$ cat config.mk
export PLATFORM = sky130hd
export DESIGN_NAME = axi4_lite_master_arbiter
export DESIGN_NICKNAME = d
export VERILOG_FILES = /design/src/rtl/axi4_lite_master_arbiter.sv
export SDC_FILE = /design/constraint.sdc
export NUM_CORES = 1
export LEC_CHECK = 0
export BUFFER_PORTS_ARGS = -buffer_cell sky130_fd_sc_hd__buf_2
export CELL_PAD_IN_SITES_DETAIL_PLACEMENT = 1
export CELL_PAD_IN_SITES_GLOBAL_PLACEMENT = 1
export CORE_AREA = 2 2 149 151
export CTS_BUF_LIST = sky130_fd_sc_hd__clkbuf_4 sky130_fd_sc_hd__clkbuf_8
export DETAILED_ROUTE_END_ITERATION = 7
export DIE_AREA = 0 0 151 153
export GPL_ROUTABILITY_DRIVEN = 0
export GPL_TIMING_DRIVEN = 0
export PLACE_DENSITY = 0.75
export RECOVER_POWER = 100
export SKIP_CTS_REPAIR_TIMING = 1
export SLEW_MARGIN = 20
export SYNTH_ARGS = -nofsm -noshare
export SYNTH_HDL_FRONTEND = slang
export SYNTH_SLANG_ARGS = --single-unit
$ cat constraint.sdc
create_clock -name clk -period 2.2 [get_ports clk]
set_input_delay 0.33 -clock clk [delete_from_list [all_inputs] [get_ports clk]]
set_output_delay 0.33 -clock clk [all_outputs]
set_load 0.1 [all_outputs]
$ cat src/rtl/axi4_lite_master_arbiter.sv
// Two-requester round-robin arbiter in front of the AXI4-Lite master command port; write and read channels run independently.
// Latency req->done is busy cycles + 3. Requesters hold req until their done pulse; the downstream port paces each channel through busy.
module axi4_lite_master_arbiter #(
  parameter int ADDR_WIDTH = 32,
  parameter int DATA_WIDTH = 32
) (
  input  logic                        clk,
  input  logic                        rst_n,
  input  logic [1:0]                  i_wr_req,
  input  logic [2*ADDR_WIDTH-1:0]     i_wr_addr,
  input  logic [2*DATA_WIDTH-1:0]     i_wr_data,
  input  logic [2*(DATA_WIDTH/8)-1:0] i_wr_strobe,
  output logic [1:0]                  o_wr_done,
  input  logic [1:0]                  i_rd_req,
  input  logic [2*ADDR_WIDTH-1:0]     i_rd_addr,
  output logic [DATA_WIDTH-1:0]       o_rd_data,
  output logic [1:0]                  o_rd_done,
  output logic [1:0]                  o_wr_grant,
  output logic [1:0]                  o_rd_grant,
  output logic                        o_write_start,
  output logic [ADDR_WIDTH-1:0]       o_write_addr,
  output logic [DATA_WIDTH-1:0]       o_write_data,
  output logic [DATA_WIDTH/8-1:0]     o_write_strobe,
  input  logic                        i_write_busy,
  output logic                        o_read_start,
  output logic [ADDR_WIDTH-1:0]       o_read_addr,
  input  logic [DATA_WIDTH-1:0]       i_read_data,
  input  logic                        i_read_busy
);
  localparam int AW = ADDR_WIDTH;
  localparam int DW = DATA_WIDTH;
  localparam int SW = DATA_WIDTH / 8;

  typedef enum logic [1:0] {S_IDLE, S_START, S_WAIT, S_DONE} state_t;

  state_t          r_wr_state, w_wr_next;
  state_t          r_rd_state, w_rd_next;
  logic [1:0]      r_wr_grant, r_rd_grant;
  logic            r_wr_last, r_rd_last;
  logic            w_wr_sel, w_rd_sel;
  logic            r_write_start, r_read_start;
  logic [AW-1:0]   r_write_addr, r_read_addr;
  logic [DW-1:0]   r_write_data, r_rd_data;
  logic [SW-1:0]   r_write_strobe;

  // Winner index: on contention the requester that did not own the channel last goes first.
  function automatic logic rr_sel(input logic [1:0] req, input logic last);
    if (req == 2'b11) return ~last;
    return req[1];
  endfunction

  assign w_wr_sel = rr_sel(i_wr_req, r_wr_last);
  assign w_rd_sel = rr_sel(i_rd_req, r_rd_last);

  // start is registered off START, so it is still high in the first WAIT cycle and doubles as the minimum-dwell marker.
  always_comb begin
    w_wr_next = r_wr_state;
    o_wr_done = 2'b00;
    case (r_wr_state)
      S_IDLE:  if (|i_wr_req) w_wr_next = S_START;
      S_START: w_wr_next = S_WAIT;
      S_WAIT:  if (!i_write_busy && !r_write_start) w_wr_next = S_DONE;
      S_DONE: begin
        o_wr_done = r_wr_grant;
        w_wr_next = S_IDLE;
      end
      default: w_wr_next = S_IDLE;
    endcase
  end

  always_ff @(posedge clk or negedge rst_n) begin
    if (!rst_n) begin
      r_wr_state     <= S_IDLE;
      r_wr_grant     <= 2'b00;
      r_wr_last      <= 1'b1;
      r_write_start  <= 1'b0;
      r_write_addr   <= '0;
      r_write_data   <= '0;
      r_write_strobe <= '0;
    end else begin
      r_wr_state    <= w_wr_next;
      r_write_start <= (r_wr_state == S_START);
      if (r_wr_state == S_IDLE && |i_wr_req) begin
        r_wr_grant     <= w_wr_sel ? 2'b10 : 2'b01;
        r_write_addr   <= w_wr_sel ? i_wr_addr[2*AW-1:AW]   : i_wr_addr[AW-1:0];
        r_write_data   <= w_wr_sel ? i_wr_data[2*DW-1:DW]   : i_wr_data[DW-1:0];
        r_write_strobe <= w_wr_sel ? i_wr_strobe[2*SW-1:SW] : i_wr_strobe[SW-1:0];
      end else if (r_wr_state == S_DONE) begin
        r_wr_grant <= 2'b00;
        r_wr_last  <= r_wr_grant[1];
      end
    end
  end

  always_comb begin
    w_rd_next = r_rd_state;
    o_rd_done = 2'b00;
    case (r_rd_state)
      S_IDLE:  if (|i_rd_req) w_rd_next = S_START;
      S_START: w_rd_next = S_WAIT;
      S_WAIT:  if (!i_read_busy && !r_read_start) w_rd_next = S_DONE;
      S_DONE: begin
        o_rd_done = r_rd_grant;
        w_rd_next = S_IDLE;
      end
      default: w_rd_next = S_IDLE;
    endcase
  end

  always_ff @(posedge clk or negedge rst_n) begin
    if (!rst_n) begin
      r_rd_state   <= S_IDLE;
      r_rd_grant   <= 2'b00;
      r_rd_last    <= 1'b1;
      r_read_start <= 1'b0;
      r_read_addr  <= '0;
      r_rd_data    <= '0;
    end else begin
      r_rd_state   <= w_rd_next;
      r_read_start <= (r_rd_state == S_START);
      if (r_rd_state == S_IDLE && |i_rd_req) begin
        r_rd_grant  <= w_rd_sel ? 2'b10 : 2'b01;
        r_read_addr <= w_rd_sel ? i_rd_addr[2*AW-1:AW] : i_rd_addr[AW-1:0];
      end else if (r_rd_state == S_DONE) begin
        r_rd_grant <= 2'b00;
        r_rd_last  <= r_rd_grant[1];
      end
      // Same condition as the WAIT->DONE step: read_data is valid as busy falls.
      if (r_rd_state == S_WAIT && !i_read_busy && !r_read_start)
        r_rd_data <= i_read_data;
    end
  end

  assign o_wr_grant     = r_wr_grant;
  assign o_rd_grant     = r_rd_grant;
  assign o_write_start  = r_write_start;
  assign o_write_addr   = r_write_addr;
  assign o_write_data   = r_write_data;
  assign o_write_strobe = r_write_strobe;
  assign o_read_start   = r_read_start;
  assign o_read_addr    = r_read_addr;
  assign o_rd_data      = r_rd_data;

endmodule
==> flow_summary_export.csv, run 1 <==
group,metric,value,unit
finish,nFillCells,2514,
job,drv_cap,0,
synth,ys_seq_area_share,58.4,%
timing,rsz0062_at_grt,"false",
route,wirelength,21300,um
route,vias,5516,
floorplan,start_util,28.7,%
timing,hold_viol,0,
cts,clock-root-buffer,"clkbuf_8",
hold_path,min_from,"i_wr_addr[56]",
finish,num-nets-final,1117,
global_route,grt_pass1_wl,32400,um
cts,clockBufferDepth,2,
hold_path,hp-class,"input port to flip-flop",
worst_setup_path,worstPathRequired,1870,ps
floorplan,die_y,153,um
floorplan,core_region_area,21500,sq um
worst_setup_path,critPathMaxFanout,5,
floorplan,row_count,54,
synth,syn_inst,463,
timing,fmax,493,MHz
cts,path_clk_slew,100,ps
synth,synth_area,6180,sq um
global_route,grt_pass1_vias,5919,
timing,finalClockSkew,15.9,ps
route,drtIter0Drc,226,
route,wl_per_cell,18.3,um
global_route,antenna_found_initial,1,
synth,yosysWarnings,0,
outcome,outcome,"finished clean",
timing,tightest_slew,652,ps
cts,cts_buffers,17,
cts,clk_latency,440,ps
global_route,grt_use_met3,5.25,%
global_route,grt-ovfl-total,0,
global_route,grt_use_met1,22.1,%
timing,finalCritPeriodShare,92.3,%
worst_setup_path,start_kind,"flip-flop",
floorplan,die_area,23100,sq um
timing,fin_crit,2030,ps
global_route,grt_max_degree,82,
finish,area_growth,43.2,%
floorplan,ios,382,
finish,finalNonFillerCells,1159,
synth,syn_area_per_cell,13.3,sq um
worst_setup_path,critPathKind,"flip-flop to output port",
worst_setup_path,arrival,1700,ps
synth,synth_area_leader_cell,"dfrtp_1",
worst_setup_path,r2r-start,"r_rd_state[0]$_DFFE_PN0P_",
finish,multi_input_area,2360,sq um
global_route,grt_use_total,18.1,%
route,drt.antenna.violating_nets,0,
synth,synth_seq_cells,144,
timing,drv_slew,0,
timing,setup_violations,0,
synth,synth.top_cell.area_share,57.5,%
synth,netlist_top_cells_area,"dfrtp_1 (58%), a221o_1 (16%), and2_0 (6.6%), mux2_2 (5.8%), and2_1 (4.0%)",
cts,cts_tree,"built",
route,dr.pass1.iters,6,
placed_design,post-place-cells,1125,
finish,final_layout_size_suffix_gt1_share,54.2,%
placed_design,port_buffers,381,
floorplan,die_w,151,um
global_route,gr-max-usage-layer,"met2",
finish,seqCellArea,3610,sq um
timing,relSlewSlack,56.5,%
worst_setup_path,endpoint_kind,"output port",
cts,cts.sinks,144,
route,drcViolationCount,0,
synth,postSynthNetCount,715,
route,viasPerCell,4.76,
global_route,met2_usage,30.9,%
cts,htreeDepth,4,
synth,synth.distinct_cells,27,
placed_design,hpwlAfterDp,16400,um
worst_setup_path,crit_start,"r_wr_state[0]$_DFFE_PN0P_",
==> kinds of logic (layout without fill, tap and decap cells) <==
family / count (synthesis) / after routing / share of synthesized area (%)
buffers and inverters: 40 / 455 / 3.24
other: 0 / 1 / 0
and+or+nand+nor: 117 / 117 / 11.7
DFF: 144 / 144 / 58.4
muxes: 34 / 34 / 6.20
AOI/OAI and AO/OA: 116 / 116 / 18.1
adders and majority gates: 12 / 12 / 2.43
==> state kept, by name, summed over array words and instances (netlist names) <==
signal / cells
o_write_addr: 32
o_read_addr: 32
r_wr_last: 1
o_wr_grant: 2
o_read_start: 1
o_write_data: 32
r_rd_last: 1
o_rd_grant: 2
o_rd_data: 32
r_wr_state: 2
r_rd_state: 2
o_write_start: 1
o_write_strobe: 4
==> layout make-up <==
type / instances / share of cell area, %
plain buffers: 33 / 1.95
well taps: 280 / 3.96
inverters: 7 / 0.297
multi-input cells: 279 / 26.7
clock buffers: 18 / 2.80
diodes: 1 / 0.0283
flip-flops and latches: 144 / 40.8
repair buffers: 383 / 22.1
clock inverters: 14 / 1.36
==> critical path, stage by stage, from the launching register on <==
cell and delay (ps):
dfrtp_1 440, ha_1 220, and2_1 140, clkbuf_2 450
==> cell usage after synthesis (all sizes together) <==
| library cell | number |
|---|---|
| a21o | 4 |
| a21oi | 5 |
| a221o | 100 |
| and2 | 104 |
| buf | 25 |
| clkbuf | 8 |
| dfrtp | 142 |
| dfstp | 2 |
| ha | 12 |
| inv | 7 |
| mux2 | 34 |
| nand2 | 6 |
| nor2 | 2 |
| nor2b | 2 |
| nor3b | 2 |
| o21a | 1 |
| o21ai | 4 |
| o32a | 2 |
| or2 | 1 |
==> through the flow <==
stage	setup WS (ps)	hold WS (ps)	instance area [sq um]	util [%]	TNS [ps]
after floorplan	77.5	34.4	6180	-	0
after global placement	-1390	468	8430	39.2	-195040
after detailed placement	217	314	8470	39.4	0
after CTS	150	-184	8840	41.1	0
after global routing	29.2	56.1	8840	41.2	0
final	170	106	8840	41.2	0
==> layer usage <==
layer  share of wire (%)  wire length, um  vias up
met5                   0                0        -
met4                 1.9              403        0
met3                 7.1             1500       27
met2                  50            10600      218
met1                  41             8780     2725
li1                    -                -     2546
==> worst paths after layout <==
path | end | cells past startpoint | slack, ps
max | o_wr_done[0] | 3 | 170
min | o_write_addr[24]$_DFFE_PN0P_ | 2 | 110
max reg2reg | o_read_addr[5]$_DFFE_PN0P_ | 6 | 190
min reg2reg | o_rd_data[5]$_DFFE_PN0P_ | 1 | 500
max in group asynchronous | o_write_data[23]$_DFFE_PN0P_ | 3 | 1000
min in group asynchronous | o_rd_data[26]$_DFFE_PN0P_ | 2 | 410
==> cells in the final DEF (no fill, tap or decap), drive strengths merged <==
cell type / count
buf: 263
clkbuf: 170
dfrtp: 142
and2: 104
a221o: 100
mux2: 34
inv: 16
ha: 12
nand2: 6
a21oi: 5
a21o: 4
o21ai: 4
clkinv: 3
nor3b: 2
o32a: 2
nor2: 2
nor2b: 2
clkinvlp: 2
dfstp: 2
diode: 1
or2: 1
o21a: 1
dlygate4sd3: 1
Power of run 1 is left out: the tool's default activity adds up to more than one toggle a clock period on the data nets, which glitch-free logic cannot reach.
==> inputs of run 2 (changes only) <==
Settings changed: ABC_AREA set to 1, CORE_AREA 2 2 149 151 to unset, CORE_MARGIN set to 2, CORE_UTILIZATION set to 32, DIE_AREA 0 0 151 153 to unset, PLACE_DENSITY 0.75 to unset, PLACE_DENSITY_LB_ADDON set to 0.1.
==> run 2 against run 1 <==
Effect of this change:
- non-clock buffer count grew 39
- design area grew 7.3%
- register-to-register slack lost 20 ps
- worst setup slack is essentially flat
- global-route usage grew 6.5 points
- final cell count grew 28%
- count of clock-buffer cells in the layout grew 1
- sequential cell count is the same
- highest routed layer is now met5
==> flow_summary_export.csv, run 2 <==
group,metric,value,unit
floorplan,die_w,150,um
global_route,grt_use_total,24.6,%
timing,fin_crit,2030,ps
synth,ys_seq_area_share,53.2,%
cts,clockBufferDepth,2,
cts,htreeDepth,4,
synth,yosysWarnings,0,
finish,finalNonFillerCells,1478,
route,drtIter0Drc,279,
worst_setup_path,critPathKind,"flip-flop to flip-flop",
worst_setup_path,worstPathRequired,2580,ps
timing,drv_slew,0,
timing,rsz0062_at_grt,"false",
global_route,grt_pass1_wl,42900,um
worst_setup_path,critPathMaxFanout,10,
hold_path,hp-class,"input port to flip-flop",
synth,synth_common_cells,"nand3_1 (240), nand2_1 (189), dfrtp_1 (142)",
floorplan,core_region_area,20900,sq um
route,wirelength,27600,um
global_route,grt_max_degree,74,
finish,final_util,45.4,%
route,drt.antenna.violating_nets,0,
finish,final_common_cell,"buf_2",
global_route,grt-ovfl-total,0,
timing,hold_viol,0,
cts,cts_buffers,17,
finish,seqCellArea,3610,sq um
outcome,outcome,"finished clean",
route,viasPerCell,5.12,
synth,synth.most_common_cell,"nand3_1",
floorplan,die_y,150,um
synth,syn_area_per_cell,8.63,sq um
finish,final_cell_mix,"buf_2 (266), nand3_1 (240), nand2_1 (189)",
floorplan,row_count,53,
route,wl_per_cell,18.7,um
timing,finalCritPeriodShare,92.2,%
route,vias,7573,
cts,cts.sinks,144,
job,drv_cap,0,
placed_design,post-place-cells,1441,
cts,cts_tree,"built",
synth,syn_inst,786,
synth,async_reset_ff_share,100,%
route,dr.pass1.iters,5,
synth,synth_seq_cells,144,
route,drcViolationCount,0,
synth,synth_edf_count,0,
cts,clock-root-buffer,"clkbuf_8",
synth,netlist_top_cells_area,"dfrtp_1 (52%), nand3_1 (18%), nand2_1 (10%), nand4_1 (9.2%), buf_2 (3.0%)",
cts,path_clk_slew,100,ps
timing,setup_violations,0,
timing,finalSetupTns,0,ps
cts,clk_latency,460,ps
finish,nFillCells,2660,
timing,fmax,493,MHz
synth,synth.distinct_cells,19,
synth,yosys_most_used_dff,"dfrtp_1",
worst_setup_path,arrival,2410,ps
timing,relSlewSlack,25.7,%
finish,multi_input_area,2790,sq um
global_route,antenna_found_initial,6,
timing,tightest_slew,1120,ps
finish,num-nets-final,1438,
synth,synth_area,6780,sq um
placed_design,port_buffers,379,
synth,synth_area_leader_cell,"dfrtp_1",
global_route,grt_pass1_vias,7811,
finish,final_layout_size_suffix_gt1_share,38.3,%
floorplan,ios,382,
synth,synth.top_cell.area_share,52.4,%
placed_design,hpwlAfterDp,21100,um
floorplan,die_area,22400,sq um
worst_setup_path,endpoint_kind,"flip-flop",
finish,area_growth,39.8,%
worst_setup_path,start_kind,"flip-flop",
synth,postSynthNetCount,1038,
floorplan,start_util,32.5,%
timing,finalClockSkew,21.0,ps
run 2: cell count changes in the layout (fill, tap and decap cells not counted), moves of 11 or more:
cell	change
and2_1	-38
nand4_1	+100
mux2_2	-30
a221o_1	-100
buf_2	+11
and2_0	-66
nand2_1	+183
nand3_1	+240
clkbuf_1	+29
run 2: area by class of cell:
| type | instances | area share, % |
|---|---|---|
| inverters | 12 | 0.475 |
| diodes | 4 | 0.106 |
| flip-flops and latches | 144 | 38.0 |
| clock inverters | 13 | 1.87 |
| well taps | 275 | 3.63 |
| repair buffers | 381 | 20.3 |
| multi-input cells | 556 | 29.4 |
| clock buffers | 19 | 2.76 |
| plain buffers | 74 | 3.52 |
run 2: path summary, 6_finish.rpt:
| kind | end | slack [ps] | startpoint | cells after the start |
|---|---|---|---|---|
| setup / recovery | o_write_data[27]$_DFFE_PN0P_ | 170 | r_wr_state[0]$_DFFE_PN0P_ | 8 |
| hold / removal | o_read_addr[7]$_DFFE_PN0P_ | 100 | i_rd_addr[7] | 3 |
| setup reg to reg | o_write_data[27]$_DFFE_PN0P_ | 170 | r_wr_state[0]$_DFFE_PN0P_ | 8 |
| hold reg to reg | o_rd_data[3]$_DFFE_PN0P_ | 480 | o_rd_data[3]$_DFFE_PN0P_ | 2 |
| max in group asynchronous | o_read_addr[0]$_DFFE_PN0P_ | 290 | rst_n | 3 |
| min in group asynchronous | o_write_data[12]$_DFFE_PN0P_ | 650 | rst_n | 2 |
run 2: cells by family (layout without fill, tap and decap cells):
logic type,count (synthesis),in the layout,synth area share (%)
buffers and inverters,86,499,5.72
flip-flops,144,144,53.2
multiplexers,2,2,0.332
AO/OA/AOI/OAI,6,6,0.553
adder cells (fa/ha/maj),12,12,2.21
other,0,4,0
AND/OR/NAND/NOR,536,536,38.0
run 2: routing by layer:
layer	vias to the layer above	global-route usage [%]	routed length (um)
met5	-	0	24
met4	4	8.10	624
met3	45	7.90	2210
met2	282	38.8	13000
met1	3676	32.1	11700
li1	3566	-	-
run 2: per-stage QoR:
step,hold slack [ps],cell area (sq um),setup WS [ps]
detailed placement,355,9060,412
global placement,449,9020,-1580
global route,74.4,9480,45.2
finish,104,9480,171
CTS,-151,9500,172
floorplan,34.4,6780,214
run 2: worst max-delay path, cell delays in order (launching register included):
cell and delay, ps:
dfrtp_1 450, inv_1 130, ha_1 150, clkbuf_2 240
inv_2 50, nor2_2 300, clkbuf_1 390, nand3_1 150
nand3_1 110
Power of run 2 is left out for the same reason.
